$ cat src/rtl/multi_edge_det.sv
// Per-channel debounced edge detector with mode-qualified events, sticky status,
// saturating event counters and an OR-reduced interrupt. Optional macro: EDGE_DET_SYNC_EN.
module multi_edge_det #(
    parameter int NUM_CH = 4,
    parameter int CNT_W  = 8,
    parameter int DB_W   = 4
) (
    input  logic                      clk,
    input  logic                      reset,
    input  logic [NUM_CH-1:0]         a_i,
    input  logic [2*NUM_CH-1:0]       mode_i,
    input  logic [DB_W-1:0]           debounce_i,
    input  logic [NUM_CH-1:0]         clr_i,
    output logic [NUM_CH-1:0]         rising_edge,
    output logic [NUM_CH-1:0]         falling_edge,
    output logic [NUM_CH-1:0]         event_o,
    output logic [NUM_CH-1:0]         status_o,
    output logic [NUM_CH*CNT_W-1:0]   count_o,
    output logic                      irq_o
);

    logic [NUM_CH-1:0] w_sample;

    genvar gi;
    generate
        for (gi = 0; gi < NUM_CH; gi++) begin : g_ch
            logic             r_filt;
            logic             r_filt_q;
            logic [DB_W-1:0]  r_db_cnt;
            logic             r_status;
            logic [CNT_W-1:0] r_count;

`ifdef EDGE_DET_SYNC_EN
            logic r_sync1;
            logic r_sync2;

            // Reset preloads the raw level so release does not look like a transition.
            always_ff @(posedge clk) begin
                if (!reset) begin
                    r_sync1 <= a_i[gi];
                    r_sync2 <= a_i[gi];
                end else begin
                    r_sync1 <= a_i[gi];
                    r_sync2 <= r_sync1;
                end
            end
            assign w_sample[gi] = r_sync2;
`else
            assign w_sample[gi] = a_i[gi];
`endif

            // Threshold compare uses >= so lowering debounce_i mid-count takes effect at once.
            always_ff @(posedge clk) begin
                if (!reset) begin
                    r_filt   <= a_i[gi];
                    r_filt_q <= a_i[gi];
                    r_db_cnt <= '0;
                end else begin
                    r_filt_q <= r_filt;
                    if (w_sample[gi] == r_filt) begin
                        r_db_cnt <= '0;
                    end else if (r_db_cnt >= debounce_i) begin
                        r_filt   <= w_sample[gi];
                        r_db_cnt <= '0;
                    end else begin
                        r_db_cnt <= r_db_cnt + DB_W'(1);
                    end
                end
            end

            assign rising_edge[gi]  = r_filt & ~r_filt_q;
            assign falling_edge[gi] = ~r_filt & r_filt_q;
            assign event_o[gi]      = (rising_edge[gi]  & mode_i[2*gi]) |
                                      (falling_edge[gi] & mode_i[2*gi+1]);

            // An event in the same cycle as a clear wins and restarts the count at one.
            always_ff @(posedge clk) begin
                if (!reset) begin
                    r_status <= 1'b0;
                    r_count  <= '0;
                end else if (event_o[gi]) begin
                    r_status <= 1'b1;
                    if (clr_i[gi]) begin
                        r_count <= CNT_W'(1);
                    end else if (r_count != {CNT_W{1'b1}}) begin
                        r_count <= r_count + CNT_W'(1);
                    end
                end else if (clr_i[gi]) begin
                    r_status <= 1'b0;
                    r_count  <= '0;
                end
            end

            assign status_o[gi]                 = r_status;
            assign count_o[gi*CNT_W +: CNT_W]   = r_count;
        end
    endgenerate

    assign irq_o = |status_o;

endmodule

$ cat config.mk
export PLATFORM = sky130hd
export DESIGN_NAME = multi_edge_det
export DESIGN_NICKNAME = d
export VERILOG_FILES = /design/src/rtl/multi_edge_det.sv
export SDC_FILE = /design/constraint.sdc
export NUM_CORES = 1
export LEC_CHECK = 0
export BUFFER_PORTS_ARGS = -buffer_cell sky130_fd_sc_hd__buf_4
export CORE_MARGIN = 4
export CORE_UTILIZATION = 30
export DETAILED_ROUTE_END_ITERATION = 10
export REMOVE_ABC_BUFFERS = 1
export SLEW_MARGIN = 30
export SYNTH_ARGS = -nofsm -noshare
export SYNTH_HDL_FRONTEND = slang
export SYNTH_SLANG_ARGS = --single-unit
$ cat constraint.sdc
create_clock -name clk -period 5.3 [get_ports clk]
set_clock_uncertainty 0.2 [all_clocks]
set_input_delay 1.06 -clock clk [delete_from_list [all_inputs] [get_ports clk]]
set_output_delay 1.06 -clock clk [all_outputs]
set_load 0.01 [all_outputs]
==> impl_results.md <==
- Tightest Pin Transition: 503 ps
- Htree depth: 3
- Switching Fraction: 25.5%
- Diode count: 0
- R2R depth: 5
- Count of input and output buffers: 70
- Sequential fraction of the synthesis area: 38.2%
- Final Slew Violations: 0
- Seq pwr share: 46.7%
- Pwr dens: 255 nW/um^2
- Synth top area share: 34.5%
- Crit Path Max Fanout: 10
- Final WL: 7740 um
- Remaining Overflow, GRT: 0
- Hold Crit Depth: 1
- GRT Util Overall: 12.3%
- Critical Path End Type: output port
- CP Data Required Time: 4040 ps
- CTS Buf Count: 9
- Hold endpoint: g_ch[0].r_db_cnt[0]
- Worst r2r src: g_ch[2].r_count[0]
- Final hold violations: 0
- Yosys cell types: 56
- Setup CP Type: input pin to output port
- Die H: 112 um
- Final routed DRC violation total: 0
- CTS hold repair buffers: 0
- Cts repair resizes: 0
- Clock slew at reported path FFs: 60 ps
- EDFF count, synth: 4
- Critical Path Source Type: input pin
- Synth area leaders: dfxtp_1 (34%), ha_1 (9.2%), edfxtp_1 (3.7%)
- Top Ports: 71
- Mean Syn Cell Area: 9.11 sq um
- # rows: 37
- Worst-skew pair later-pin latency: 330 ps
- Die Span X: 112 um
- Placed cell area: 3880 sq um
- Wire length per cell: 13.6 um
- GPL Wtd Cong: 0.790
- Critical-path cell list: buf_4 > nand3b_1 > a21boi_2 > inv_2 > buf_4
- DR iter-0 viols: 90
- Hold Crit Class: register to register
- Initial antenna violation count: 0
- Yosys reg bits: 60
- Area growth syn-to-layout: 25.7%
- Peak supply drop: 88.0 uV
- Largest area contributor in the netlist: dfxtp_1
- Sink Count: 60
- P_leak: 1.78 nW
- Max Clk Rate: 307 MHz
- RSZ-0062 raised after global routing: false
- Die Area: 12600 sq um
- Min-delay src: g_ch[0].r_db_cnt[0]
- Sum Neg Setup Slack: 0 ps
- Largest net degree at the start of global routing: 19
- Final Non-Filler Cells: 568
- First-pass GRT wire length: 12800 um
- Vias in the first global route: 2700
- Status: finished, final reports clean
- R2R Setup Slk: 3350 ps
- DP Cell Count: 552
- Warnings, synthesis: 0
- Post-route ant nets: 0
- P_sw: 0.000266 W
- P_int: 0.000775 W
- Slew headroom: 66.4%
- Max Cap Viol: 0
- Most common cell on crit path: buf_4
- Final instance area: 4090 sq um
- WHS: 263 ps
- Core footprint: 10400 sq um
- Clk buf depth: 2
- Crit Reg-Reg Endpoint: g_ch[2].r_count[1]
- CTS tree: done
- Post-CTS Setup Repair Bufs: 0
- Final setup vio count: 0
- Clk root buf: clkbuf_8
- Crit-path slowest cell: a21boi_2
- Slowest stage delay, CP: 380 ps
- Logic pwr share: 12.5%
- Async SR Flop Fraction: 0%
- Crit path DAT: 1990 ps
- Tmin final: 3250 ps
- Initial cell density of the core: 31.2%
- Nets: 473
- Final period utilization: 61.4%
- Vias per Instance: 4.97
- Cell Area, Synth: 3250 sq um
- Clock power share: 40.7%
- Via count: 2825
- Share of cells above drive strength 1: 22.9%
- HPWL Detailed: 5720 um
- Cells after synthesis: 357
- Drt first pass iters: 5
- Ys flop type: dfxtp_1
Yosys cell counts (5+ instances only):
cell type / count
and4_1: 5
mux2i_1: 6
or4_1: 5
and3_1: 5
nand3b_1: 10
a31oi_1: 6
ha_1: 24
a2111o_1: 5
nand2_1: 19
inv_1: 21
a21o_1: 8
a41o_1: 5
nor2b_1: 12
o21ai_0: 11
clkbuf_1: 5
a21oi_1: 23
nor2_1: 32
nand2b_1: 11
nand3_1: 17
xnor2_1: 9
dfxtp_1: 56
area by class of cell:
class / count / area [sq um]
inverters: 22 / 82.6
clock inverters: 4 / 47.5
fillers: 1070 / 6330
well taps: 136 / 170
repair buffers: 70 / 526
flip-flops and latches: 60 / 1240
clock buffers: 12 / 155
multi-input cells: 264 / 1860
through the flow:
step / util, % / setup slack (ps) / power (W)
final: 39.2 / 2050 / 0.00104
after global routing: 39.2 / 2000 / 0.00110
after CTS: 39.2 / 2060 / 0.00106
after detailed placement: 37.3 / 2070 / 0.000629
after global placement: 37.3 / 2100 / 0.000626
after floorplan: - / 2490 / 0.000569
power by group through the flow:
stage	combinational, W	clock (W)	sequential (W)
final	0.000130	0.000424	0.000487
after global routing	0.000146	0.000464	0.000489
after CTS	0.000133	0.000441	0.000487
after detailed placement	0.000132	0	0.000497
after global placement	0.000129	0	0.000497
after floorplan	0.0000745	0	0.000495
layer usage:
layer / track usage, % / wire length, um / share of wire (%)
met1: 15.8 / 3750 / 48
met2: 19.4 / 3500 / 45
met3: 4.37 / 365 / 4.7
met4: 3.77 / 129 / 1.7
met5: 0 / 0 / 0
cell usage in the layout (no fill, tap or decap), types with 2 or more instances in the layout:
master,n
buf_4,70
dfxtp_1,56
nor2_1,32
ha_1,24
a21oi_1,23
inv_1,21
nand2_1,19
nand3_1,17
nor2b_1,12
nand2b_1,11
o21ai_0,11
clkbuf_8,11
nand3b_1,10
xnor2_1,9
a21o_1,8
a31oi_1,6
mux2i_1,6
or4_1,5
a2111o_1,5
and4_1,5
a41o_1,5
and3_1,5
and2_1,4
mux2_2,4
a211oi_1,4
nand4_1,4
xor2_1,4
edfxtp_1,4
o41ai_1,3
o31ai_1,3
a31o_2,2
nor4b_1,2
clkinv_2,2
critical path, delay by kind of cell:
kind                   cells  cell delay [ps]
buffers and inverters      3              490
AND/OR/NAND/NOR            1               60
AO/OA/AOI/OAI              1              380
cells by family after synthesis:
| logic type | count (synthesis) | synth area share [%] |
|---|---|---|
| AND/OR/NAND/NOR | 132 | 22.2 |
| AO/OA/AOI/OAI | 85 | 19.1 |
| flip-flops | 60 | 38.2 |
| buffers and inverters | 33 | 4.50 |
| adder cells (fa/ha/maj) | 24 | 9.24 |
| XOR/XNOR | 13 | 3.50 |
| multiplexers | 10 | 3.23 |
sequential cells by signal, summed over array words and instances, names as in the netlist:
signal and count:
g_ch.r_db_cnt 16, g_ch.r_filt 4, g_ch.r_filt_q 4, g_ch.r_count 32, g_ch.r_status 4
worst max-delay path by stage:
stage	startpoint	endpoint	slack (ps)	cells after the start
5_1_grt	mode_i[1]	event_o[0]	2000	5
6_report	mode_i[1]	event_o[0]	2050	5
3_5_place_dp	mode_i[1]	event_o[0]	2070	5
3_3_place_gp	mode_i[3]	event_o[1]	2100	5
2_1_floorplan	mode_i[3]	event_o[1]	2490	3
4_1_cts	mode_i[1]	event_o[0]	2060	5
No activity file was read; power rests on OpenSTA's default activity.
